## config.mk

```make
export PLATFORM = sky130hd
export DESIGN_NAME = snake_dir_ctrl
export DESIGN_NICKNAME = d
export VERILOG_FILES = /design/src/rtl/snake_dir_ctrl.sv
export SDC_FILE = /design/constraint.sdc
export NUM_CORES = 1
export LEC_CHECK = 0
export ABC_AREA = 1
export CAP_MARGIN = 15
export CORE_MARGIN = 2
export CORE_UTILIZATION = 45
export CTS_CLUSTER_DIAMETER = 150
export CTS_CLUSTER_SIZE = 25
export DETAILED_ROUTE_END_ITERATION = 6
export GPL_TIMING_DRIVEN = 0
export PLACE_DENSITY = 0.59
export SYNTH_ARGS = -nofsm -noshare
export SYNTH_HDL_FRONTEND = slang
export SYNTH_SLANG_ARGS = --single-unit
```

## constraint.sdc

```tcl
create_clock -name clk -period 2.7 [get_ports clk]
set_input_delay 0.27 -clock clk [delete_from_list [all_inputs] [get_ports clk]]
set_output_delay 0.27 -clock clk [all_outputs]
set_load 0.01 [all_outputs]
```

## src/rtl/snake_dir_ctrl.sv

```systemverilog
// snake_dir_ctrl: turns debounced button presses into a short queue of legal
// direction changes and commits one entry per game-step tick.
module snake_dir_ctrl #(
    parameter logic [1:0]  INIT_DIR     = 2'd3,
    parameter int unsigned QUEUE_DEPTH  = 2,
    parameter logic [23:0] REPEAT_DELAY = 24'd12500000
) (
    input  logic       clk,
    input  logic       rst_n,
    input  logic [3:0] btn_i,
    input  logic       tick_i,
    output logic [1:0] dir_o,
    output logic       changed_o,
    output logic       drop_o,
    output logic [2:0] q_cnt_o
);

    localparam int unsigned PTR_W = (QUEUE_DEPTH > 2) ? 2 : 1;
    localparam int unsigned CNT_W = 24;
    localparam int unsigned DIR_W = 2;

    logic [3:0]       btn_q;
    logic [CNT_W-1:0] cnt_q, cnt_d;
    logic [DIR_W-1:0] mem_q [QUEUE_DEPTH];
    logic [DIR_W-1:0] mem_d [QUEUE_DEPTH];
    logic [PTR_W-1:0] head_q, head_d;
    logic [PTR_W-1:0] tail_q, tail_d;
    logic [2:0]       q_cnt_q, q_cnt_d;
    logic [DIR_W-1:0] dir_q, dir_d;
    logic             changed_q, changed_d;
    logic             drop_q, drop_d;

    logic [3:0]       rise;
    logic             rep_fire;
    logic             req_valid;
    logic [DIR_W-1:0] req_dir;
    logic [DIR_W-1:0] ref_dir;
    logic             full;
    logic             pop;
    logic             push;

    // Fixed priority: up > down > left > right; bit index equals direction code.
    function automatic logic [DIR_W-1:0] prio(input logic [3:0] v);
        if (v[0])      prio = 2'd0;
        else if (v[1]) prio = 2'd1;
        else if (v[2]) prio = 2'd2;
        else           prio = 2'd3;
    endfunction

    // Pointer advance with wrap at the queue depth.
    function automatic logic [PTR_W-1:0] ptr_next(input logic [PTR_W-1:0] p);
        ptr_next = (p == PTR_W'(QUEUE_DEPTH - 1)) ? '0 : p + PTR_W'(1);
    endfunction

    // Next-state: edge detect, auto-repeat, acceptance, queue push/pop.
    always_comb begin
        cnt_d     = cnt_q;
        mem_d     = mem_q;
        head_d    = head_q;
        tail_d    = tail_q;
        q_cnt_d   = q_cnt_q;
        dir_d     = dir_q;
        changed_d = 1'b0;
        drop_d    = 1'b0;
        rep_fire  = 1'b0;

        rise = btn_i & ~btn_q;

        if (rise != 4'd0 || btn_i == 4'd0) begin
            cnt_d = '0;
        end else if (REPEAT_DELAY != 24'd0 && cnt_q == REPEAT_DELAY - 24'd1) begin
            rep_fire = 1'b1;
            cnt_d    = '0;
        end else begin
            cnt_d = cnt_q + CNT_W'(1);
        end

        req_valid = (rise != 4'd0) || rep_fire;
        req_dir   = (rise != 4'd0) ? prio(rise) : prio(btn_i);

        // Reference is the newest queued entry, else the committed direction.
        ref_dir = (q_cnt_q != 3'd0) ? mem_q[tail_q - PTR_W'(1)] : dir_q;
        full    = (q_cnt_q == 3'(QUEUE_DEPTH));
        pop     = tick_i && (q_cnt_q != 3'd0);
        push    = req_valid && (req_dir != ref_dir) && (req_dir != (ref_dir ^ 2'b01))
                  && (!full || pop);

        if (push) begin
            mem_d[tail_q] = req_dir;
            tail_d        = ptr_next(tail_q);
        end
        if (pop) begin
            dir_d     = mem_q[head_q];
            head_d    = ptr_next(head_q);
            changed_d = 1'b1;
        end
        if (push && !pop)      q_cnt_d = q_cnt_q + 3'd1;
        else if (pop && !push) q_cnt_d = q_cnt_q - 3'd1;

        drop_d = req_valid && !push;
    end

    // State registers; reset is asynchronous and active-high on rst_n.
    always_ff @(posedge clk or posedge rst_n) begin
        if (rst_n) begin
            btn_q     <= 4'd0;
            cnt_q     <= '0;
            for (int i = 0; i < int'(QUEUE_DEPTH); i++) mem_q[i] <= '0;
            head_q    <= '0;
            tail_q    <= '0;
            q_cnt_q   <= 3'd0;
            dir_q     <= INIT_DIR;
            changed_q <= 1'b0;
            drop_q    <= 1'b0;
        end else begin
            btn_q     <= btn_i;
            cnt_q     <= cnt_d;
            mem_q     <= mem_d;
            head_q    <= head_d;
            tail_q    <= tail_d;
            q_cnt_q   <= q_cnt_d;
            dir_q     <= dir_d;
            changed_q <= changed_d;
            drop_q    <= drop_d;
        end
    end

    assign dir_o     = dir_q;
    assign changed_o = changed_q;
    assign drop_o    = drop_q;
    assign q_cnt_o   = q_cnt_q;

endmodule

```

==> impl_metrics.tcl, run 1 <==
set metrics [dict create \
    overflow 0 \
    final_hold_viol_count 0 \
    first_global_vias 1914 \
    hold_slack_ns 0.4643 \
    final_antenna_net_count 0 \
    initial_core_util_pct 46.69 \
    synth_top_area_share_pct 40.92 \
    critPathKind "flip-flop to flip-flop" \
    setup_viol 0 \
    die-width_um 76.80 \
    clockBufferDepth 2 \
    wirelength_um 5026 \
    viasPerCell 4.859 \
    final_cell_mix "82 x nand2_1, 46 x inv_1, 39 x nor2_1, 39 x dfrtp_1, 20 x nand3_1" \
    crit_path_max_fanout 5 \
    cts.sinks 41 \
    clk_pin_slew_ns 0.08 \
    fin_nets 350 \
    area_delta_synth_final_pct 13.96 \
    io_pins 14 \
    post-route-period-util_pct 89.75 \
    finalMaxSlewViolations 0 \
    p_leak_nw 1.244 \
    stdcell_area_mm2 0.002718 \
    fp-row-count 26 \
    cp.required_ns 2.87 \
    drv_cap 0 \
    powerDensity_mw_per_mm2 658.2 \
    clk_latency_ns 0.29 \
    netlist_area_mm2 0.002385 \
    yosysTopAreaCell "dfrtp_1" \
    ys_warn_count 0 \
    dr.pass1.iters 4 \
    root_buffer "clkbuf_8" \
    cp-startpoint "cnt_q[0]$_DFF_PP0_" \
    core_area_mm2 0.005107 \
    synthTopCellsByArea "dfrtp_1 41%, nand2_1 13%, inv_1 7.4%, nor2_1 6.1%, nand3_1 4.2%" \
    synthCells 317 \
    hold_class "flip-flop to flip-flop" \
    min_period_ns 2.423 \
    min-delay-start "cnt_q[0]$_DFF_PP0_" \
    finClkSkew_ns 0.008015 \
    n_antenna_cell 0 \
    grt_pass1_wl_um 8880 \
    timing.slew.headroom_pct 40.75 \
    die_y_um 76.80 \
    fin_cells 411 \
    yosysSeqAreaShare_pct 43.13 \
    syn_area_per_cell_um2 7.523 \
    drc 0 \
    ys_ff_latch 41 \
    gp_congestion 0.8443 \
    io_buffers 13 \
    wl_per_cell_um 12.23 \
    die_area_mm2 0.005897 \
    antenna_found_initial 0 \
    h-tree-depth 2 \
    endpoint_kind "flip-flop" \
    status "finished, final reports clean" \
    final_common_cell "nand2_1" \
    regToRegStartpoint "cnt_q[0]$_DFF_PP0_" \
    placed_area_mm2 0.002603 \
    worstPathArrival_ns 2.60 \
    fmax_ghz 0.4127 \
    grt_max_degree 42 \
    tightest_slew_ns 0.8874 \
    drt-initial-drc-count 93 \
    grt_setup_unrepaired "false" \
    vias 1997 \
    dp_hpwl_um 3731 \
    drive_gt1_share_pct 12.90 \
    synth_cell_types 31 \
    vdd_drop_max_mv 0.2678 \
    placed_cells 400 \
    grtUsageTotal_pct 18.95 \
    syn_nets 327 \
    cts-buffers-inserted 5 \
    start_kind "flip-flop" \
    cts_tree "yes" \
]
==> cell type report <==
type,instances,area (um^2)
Fill cell,519,2390
Inverter,54,202.7
Multi-Input combinational cell,220,1147
Sequential cell,41,1028
Tap cell,70,87.58
Buffer,2,18.77
Clock buffer,8,80.08
Timing Repair Buffer,16,152.6
==> stage by stage <==
step / worst slack [ns] / TNS (ns) / utilization [%] / total power, mW
2_1_floorplan: 0.3768 / 0 / - / 1.190
3_3_place_gp: -0.1181 / -0.1181 / 50.96 / 1.369
3_5_place_dp: -0.1516 / -0.1516 / 50.96 / 1.381
4_1_cts: 0.1287 / 0 / 52.52 / 1.776
5_1_grt: 0.01238 / 0 / 53.21 / 1.928
6_report: 0.2767 / 0 / 53.21 / 1.789
==> sequential cells by signal, summed over array words and instances (netlist names) <==
register,cells
q_cnt_o,3
mem_q,4
head_q,1
drop_o,1
tail_q,1
changed_o,1
cnt_q,24
dir_o,2
btn_q,4
==> timing repair <==
action | 4_1_cts | 5_1_grt
setup buffers | 0 | 3
gates resized for setup | 0 | 3
hold buffers | 0 | 0
setup endpoints to repair | 0 | 1
==> Yosys cell counts (all sizes together) <==
master / number
nor4: 5
dfstp: 2
o211ai: 1
o21ai: 13
fa: 1
nand2: 86
o211a: 1
nor2: 47
nor3b: 1
ha: 2
clkinv: 2
nand3b: 2
buf: 2
nand4: 6
dfrtp: 39
nand3: 26
a21oi: 11
and3: 1
xor2: 4
inv: 52
nor2b: 1
xnor2: 2
nor3: 10
==> power by group <==
part           internal, mW  switching [mW]
registers             0.720          0.0680
clock network         0.184           0.207
logic                 0.274           0.335
==> worst paths after layout <==
path                                          endpoint  slack [ns]  cells past startpoint
worst max-delay path            q_cnt_o[2]$_DFFE_PP0P_        0.28                     15
worst min-delay path                cnt_q[0]$_DFF_PP0_        0.46                      1
worst max register to register  q_cnt_o[2]$_DFFE_PP0P_        0.28                     15
worst min register to register      cnt_q[0]$_DFF_PP0_        0.46                      1
max in group asynchronous           cnt_q[1]$_DFF_PP0_        1.65                      2
min in group asynchronous          cnt_q[23]$_DFF_PP0_        0.47                      2
==> routing by layer <==
metal	routed length (um)	global-route usage, %	up-vias
met5	0	0	-
met4	125	8.364	0
met3	174	3.647	11
met2	2125	27.81	37
met1	2601	27.16	901
li1	-	-	1048
==> cell families after synthesis <==
family / after synthesis / synth area share [%]
simple gates: 185 / 36.62
fa+ha+maj: 3 / 1.889
buf+inv: 56 / 9.287
flops: 41 / 43.13
xor+xnor: 6 / 2.204
compound gates: 26 / 6.873
==> critical path, stage by stage (launching register included) <==
cell	delay (ns)
dfrtp_1	0.37
ha_1	0.19
nand2_2	0.09
nor2_4	0.15
inv_1	0.07
nor2_1	0.10
nand3_1	0.11
nand2_4	0.09
nand2_1	0.08
inv_1	0.08
ha_1	0.13
inv_1	0.06
fa_1	0.37
a21oi_1	0.14
o21ai_0	0.11
xor2_1	0.15
No activity file was read; power rests on OpenSTA's default activity.
==> run 2, diff against run 1 <==
==> constraint.sdc (replaced) <==
create_clock -name clk -period 2.7 [get_ports clk]
set_input_delay 0.54 -clock clk [delete_from_list [all_inputs] [get_ports clk]]
set_output_delay 0.54 -clock clk [all_outputs]
set_load 0.01 [all_outputs]
==> run 2 against run 1 <==
Cell area barely moved. Worst hold slack got worse by 0.020 ns. Clock power rose by 1%. Combinational power up 3%. Non-clock buffer count decreased by 2. Global-route usage rose by 0.076 points. Critical path type is now input port to flip-flop. Cell count fell by 0.49%. Clock skew shrank 0.0040 ns. Largest power group unchanged. Maximum frequency fell by 2.6%. Register-to-register slack hardly changed. Wire length shrank 0.34%. Die area did not move. Largest cell class unchanged.
==> impl_metrics.tcl, run 2 (synthesis results as in run 1) <==
set metrics [dict create \
    drv_cap 0 \
    cp-startpoint "btn_i[0]" \
    die_area_mm2 0.005897 \
    initial_core_util_pct 46.69 \
    regToRegStartpoint "cnt_q[0]$_DFF_PP0_" \
    dr.pass1.iters 4 \
    io_buffers 13 \
    vias 2010 \
    dp_hpwl_um 3731 \
    stdcell_area_mm2 0.002716 \
    clk_latency_ns 0.29 \
    viasPerCell 4.914 \
    timing.slew.headroom_pct 41.50 \
    fp-row-count 26 \
    clockBufferDepth 2 \
    hold_class "input port to flip-flop" \
    r2r-end "q_cnt_o[2]$_DFFE_PP0P_" \
    cts.sinks 41 \
    cts_tree "yes" \
    final_cell_mix "80 x nand2_1, 45 x inv_1, 39 x nor2_1, 39 x dfrtp_1, 20 x nand3_1" \
    clk_pin_slew_ns 0.08 \
    drt-initial-drc-count 99 \
    placed_area_mm2 0.002603 \
    fin_ws_ns 0.2122 \
    setup_viol 0 \
    powerDensity_mw_per_mm2 666.7 \
    overflow 0 \
    tightest_slew_ns 0.8762 \
    finalPower_mw 1.811 \
    vdd_drop_max_mv 0.2739 \
    die_y_um 76.80 \
    ff2ff_path_depth 15 \
    final_util_pct 53.18 \
    wl_per_cell_um 12.25 \
    h-tree-depth 2 \
    fmax_ghz 0.4020 \
    core_area_mm2 0.005107 \
    die-width_um 76.80 \
    final_common_cell "nand2_1" \
    setup.worst_path.end "q_cnt_o[2]$_DFFE_PP0P_" \
    endpoint_kind "flip-flop" \
    tns_ns 0 \
    grt_setup_unrepaired "false" \
    start_kind "input port" \
    crit_path_max_fanout 3 \
    cts-buffers-inserted 5 \
    finalMaxSlewViolations 0 \
    final_antenna_net_count 0 \
    fillers 513 \
    top_regs "cnt_q: 24 flops, btn_q: 4 flops, mem_q: 4 flops" \
    worstHoldPathCells 1 \
    grt_pass1_wl_um 8921 \
    antenna_found_initial 0 \
    root_buffer "clkbuf_8" \
    dp_slack_ns -0.4216 \
    finClkSkew_ns 0.003974 \
    final_hold_viol_count 0 \
    regMostFlops "cnt_q" \
    io_pins 14 \
    drive_gt1_share_pct 13.86 \
    fin_nets 348 \
    status "finished, final reports clean" \
    wirelength_um 5009 \
    grt_max_degree 42 \
    cp.required_ns 2.88 \
    n_antenna_cell 0 \
    post-route-period-util_pct 92.14 \
    r2r_setup_slack_ns 0.27 \
    min_period_ns 2.488 \
    area_delta_synth_final_pct 13.90 \
    drc 0 \
    worstPathArrival_ns 2.67 \
    p_leak_nw 1.242 \
    gp_congestion 0.8443 \
    largest_register_ff_count 24 \
    grtUsageTotal_pct 19.03 \
    holdBufCountCts 0 \
    critPathKind "input port to flip-flop" \
    first_global_vias 1924 \
]
==> run 2: worst max-delay path: stages <==
cell and delay [ns]:
clkdlybuf4s50_1 0.49, inv_1 0.07, nand2_1 0.05, nand3_1 0.08, nand2_2 0.08, inv_1 0.07
nand2_1 0.06, nand2_1 0.07, nor2_4 0.12, nand2_2 0.07, inv_1 0.07, ha_1 0.15
inv_2 0.06, fa_2 0.36, a21oi_2 0.11, o21ai_1 0.08, xor2_1 0.14
==> run 2: power breakdown <==
group | switching (mW) | total (mW) | internal (mW)
logic | 0.345 | 0.628 | 0.283
clock network | 0.211 | 0.395 | 0.184
registers | 0.0680 | 0.788 | 0.720
total | 0.624 | 1.81 | 1.19
==> run 2: worst min-delay path by stage <==
stage	end	slack, ns	from
floorplan	cnt_q[0]$_DFF_PP0_	0.43	cnt_q[0]$_DFF_PP0_
global placement	cnt_q[0]$_DFF_PP0_	0.45	cnt_q[0]$_DFF_PP0_
detailed placement	cnt_q[0]$_DFF_PP0_	0.46	cnt_q[0]$_DFF_PP0_
CTS	cnt_q[0]$_DFF_PP0_	0.47	cnt_q[0]$_DFF_PP0_
global route	btn_q[1]$_DFF_PP0_	0.45	btn_i[1]
finish	btn_q[1]$_DFF_PP0_	0.44	btn_i[1]
==> run 2: final cells by class <==
| class | count | area [um^2] | area share, % |
|---|---|---|---|
| tap | 70 | 87.58 | 3.224 |
| timing repair buffer | 14 | 140.1 | 5.159 |
| clock buffer | 8 | 80.08 | 2.948 |
| multi-input combinational | 220 | 1159 | 42.65 |
| buffer | 2 | 18.77 | 0.6909 |
| inverter | 54 | 202.7 | 7.462 |
| sequential | 41 | 1028 | 37.86 |
==> run 2: repair_timing <==
item | CTS | global route
setup buffers | 1 | 0
gates resized for setup | 1 | 9
endpoints found under the setup margin | 1 | 1
pin swaps | 1 | 2
==> run 2: layer usage <==
metal / wire length, um / share of wire, % / GRT usage, % / vias up
li1: - / - / - / 1049
met1: 2544 / 51 / 27.16 / 906
met2: 2112 / 42 / 28.07 / 44
met3: 225 / 4.5 / 3.647 / 11
met4: 127 / 2.5 / 8.364 / 0
met5: 0 / 0 / 0 / -
==> run 2: metrics by stage <==
stage / cells / hold WS [ns]
final: 409 / 0.4440
after global routing: 409 / 0.4545
after CTS: 409 / 0.4706
after detailed placement: 400 / 0.4596
after global placement: 400 / 0.4528
after floorplan: 317 / 0.4329
==> run 3, diff against run 2 <==
--- a/config.mk
+++ b/config.mk
@@ -12,8 +12,9 @@
 export CTS_CLUSTER_DIAMETER = 150
 export CTS_CLUSTER_SIZE = 25
 export DETAILED_ROUTE_END_ITERATION = 6
-export GPL_TIMING_DRIVEN = 0
 export PLACE_DENSITY = 0.59
+export SLEW_MARGIN = 0
 export SYNTH_ARGS = -nofsm -noshare
 export SYNTH_HDL_FRONTEND = slang
 export SYNTH_SLANG_ARGS = --single-unit
+export TNS_END_PERCENT = 30
==> run 3 against run 2 <==
Register-to-register slack gained 0.07 ns. Cell count increased by 2.0%. Non-clock buffer count increased by 8. First-iteration DRC count increased by 38%.
==> impl_metrics.tcl, run 3 (synthesis results as in run 1) <==
set metrics [dict create \
    gp_congestion 0.8370 \
    finClkSkew_ns 0.01037 \
    tightest_slew_ns 0.5103 \
    fillers 506 \
    cts_tree "yes" \
    final_hold_viol_count 0 \
    io_pins 14 \
    wl_per_cell_um 11.83 \
    die_y_um 76.80 \
    regToRegStartpoint "cnt_q[0]$_DFF_PP0_" \
    cts_resized 0 \
    stdcell_area_mm2 0.002755 \
    met1_usage_pct 25.87 \
    post-route-period-util_pct 89.96 \
    powerDensity_mw_per_mm2 656.3 \
    grt_setup_unrepaired "false" \
    drt-initial-drc-count 137 \
    grt-busiest-layer "met2" \
    cts-buffers-inserted 5 \
    top_regs "cnt_q: 24 flops, btn_q: 4 flops, mem_q: 4 flops" \
    tns_ns 0 \
    final_util_pct 53.94 \
    grt_use_met2_pct 26.40 \
    worstHoldPathCells 1 \
    cts.sinks 41 \
    ff2ff_path_depth 15 \
    use_met3_pct 4.235 \
    vias 1994 \
    grtUsageTotal_pct 17.93 \
    start_kind "input port" \
    grt_pass1_wl_um 8473 \
    drv_cap 0 \
    p_leak_nw 1.282 \
    die_area_mm2 0.005897 \
    min_to "btn_q[1]$_DFF_PP0_" \
    status "finished, final reports clean" \
    io_buffers 13 \
    worstPathArrival_ns 2.62 \
    cp.required_ns 2.89 \
    dp_hpwl_um 3720 \
    antenna_found_initial 0 \
    first_global_vias 1832 \
    n_antenna_cell 0 \
    fin_nets 356 \
    fp-row-count 26 \
    grt_max_degree 42 \
    clk_latency_ns 0.31 \
    fmax_ghz 0.4117 \
    regMostFlops "cnt_q" \
    r2r_setup_slack_ns 0.34 \
    r2r-end "q_cnt_o[2]$_DFFE_PP0P_" \
    root_buffer "clkbuf_8" \
    drc 0 \
    crit_path_max_fanout 3 \
    drive_gt1_share_pct 14.70 \
    final_common_cell "nand2_1" \
    clk_pin_slew_ns 0.09 \
    final_cell_mix "83 x nand2_1, 47 x inv_1, 39 x nor2_1, 39 x dfrtp_1, 20 x nand3_1" \
    cts_setup_buffers 0 \
    holdBufCountCts 0 \
    overflow 0 \
    h-tree-depth 2 \
    final_antenna_net_count 0 \
    min_period_ns 2.429 \
    finalPower_mw 1.808 \
    timing.slew.headroom_pct 65.98 \
    hold_class "input port to flip-flop" \
    die-width_um 76.80 \
    critPathKind "input port to flip-flop" \
    largest_register_ff_count 24 \
    endpoint_kind "flip-flop" \
    area_delta_synth_final_pct 15.53 \
    viasPerCell 4.782 \
    finalMaxSlewViolations 0 \
    setup_viol 0 \
    min-delay-start "btn_i[1]" \
    wirelength_um 4933 \
    clockBufferDepth 2 \
    vdd_drop_max_mv 0.3156 \
    dr.pass1.iters 4 \
    initial_core_util_pct 46.69 \
    placed_area_mm2 0.002666 \
    core_area_mm2 0.005107 \
]
-- run 3: cell count changes in the layout (fill, tap and decap cells not counted), sizes merged --
cell	change
clkinvlp	+1
clkbuf	-3
buf	+8
clkinv	+2
-- run 3: report_power, final --
group	internal (mW)	leakage (nW)	switching (mW)
combinational	0.280	0.703	0.315
clock	0.179	0.0439	0.231
sequential	0.720	0.535	0.0829
total	1.18	1.28	0.629
-- run 3: worst max-delay path, stage by stage --
cell and delay, ns:
clkdlybuf4s50_1 0.49, inv_1 0.06, nand2_1 0.05, nand3_1 0.06
nand2_1 0.08, inv_1 0.06, nand2_1 0.05, nand2_1 0.05
nor2_2 0.09, nand2_1 0.07, inv_1 0.06, ha_1 0.13
inv_1 0.05, fa_1 0.37, a21oi_1 0.14, o21ai_0 0.10
xor2_1 0.15
-- run 3: area by class of cell --
cell class              count  area (um^2)  area share (%)
repair buffers             24        215.2           7.811
multi-input cells         220         1135           41.19
well taps                  70        87.58           3.179
flip-flops and latches     41         1028           37.33
clock buffers               5        68.82           2.498
inverters                  54        202.7           7.357
clock inverters             3        17.52          0.6358
-- run 3: worst max path at each step --
stage | start | endpoint | depth (start not counted)
floorplan | btn_i[2] | q_cnt_o[2]$_DFFE_PP0P_ | 15
global placement | btn_i[1] | q_cnt_o[2]$_DFFE_PP0P_ | 17
detailed placement | btn_i[1] | q_cnt_o[2]$_DFFE_PP0P_ | 17
CTS | btn_i[1] | q_cnt_o[2]$_DFFE_PP0P_ | 17
global route | btn_i[0] | q_cnt_o[2]$_DFFE_PP0P_ | 17
finish | btn_i[0] | q_cnt_o[2]$_DFFE_PP0P_ | 17
-- run 3: metrics by stage --
stage | std cells | hold slack [ns] | setup WS [ns]
2_1_floorplan | 317 | 0.4329 | 0.3651
3_3_place_gp | 409 | 0.4527 | -0.05382
3_5_place_dp | 409 | 0.4607 | -0.1110
4_1_cts | 417 | 0.4724 | 0.2184
5_1_grt | 417 | 0.4464 | 0.07821
6_report | 417 | 0.4237 | 0.2711
-- run 3: layer usage --
metal  part of all wire (%)  vias to the layer above
met4                    1.4                        0
met1                     52                      899
met5                      0                        -
met2                     42                       33
li1                       -                     1056
met3                    4.6                        6
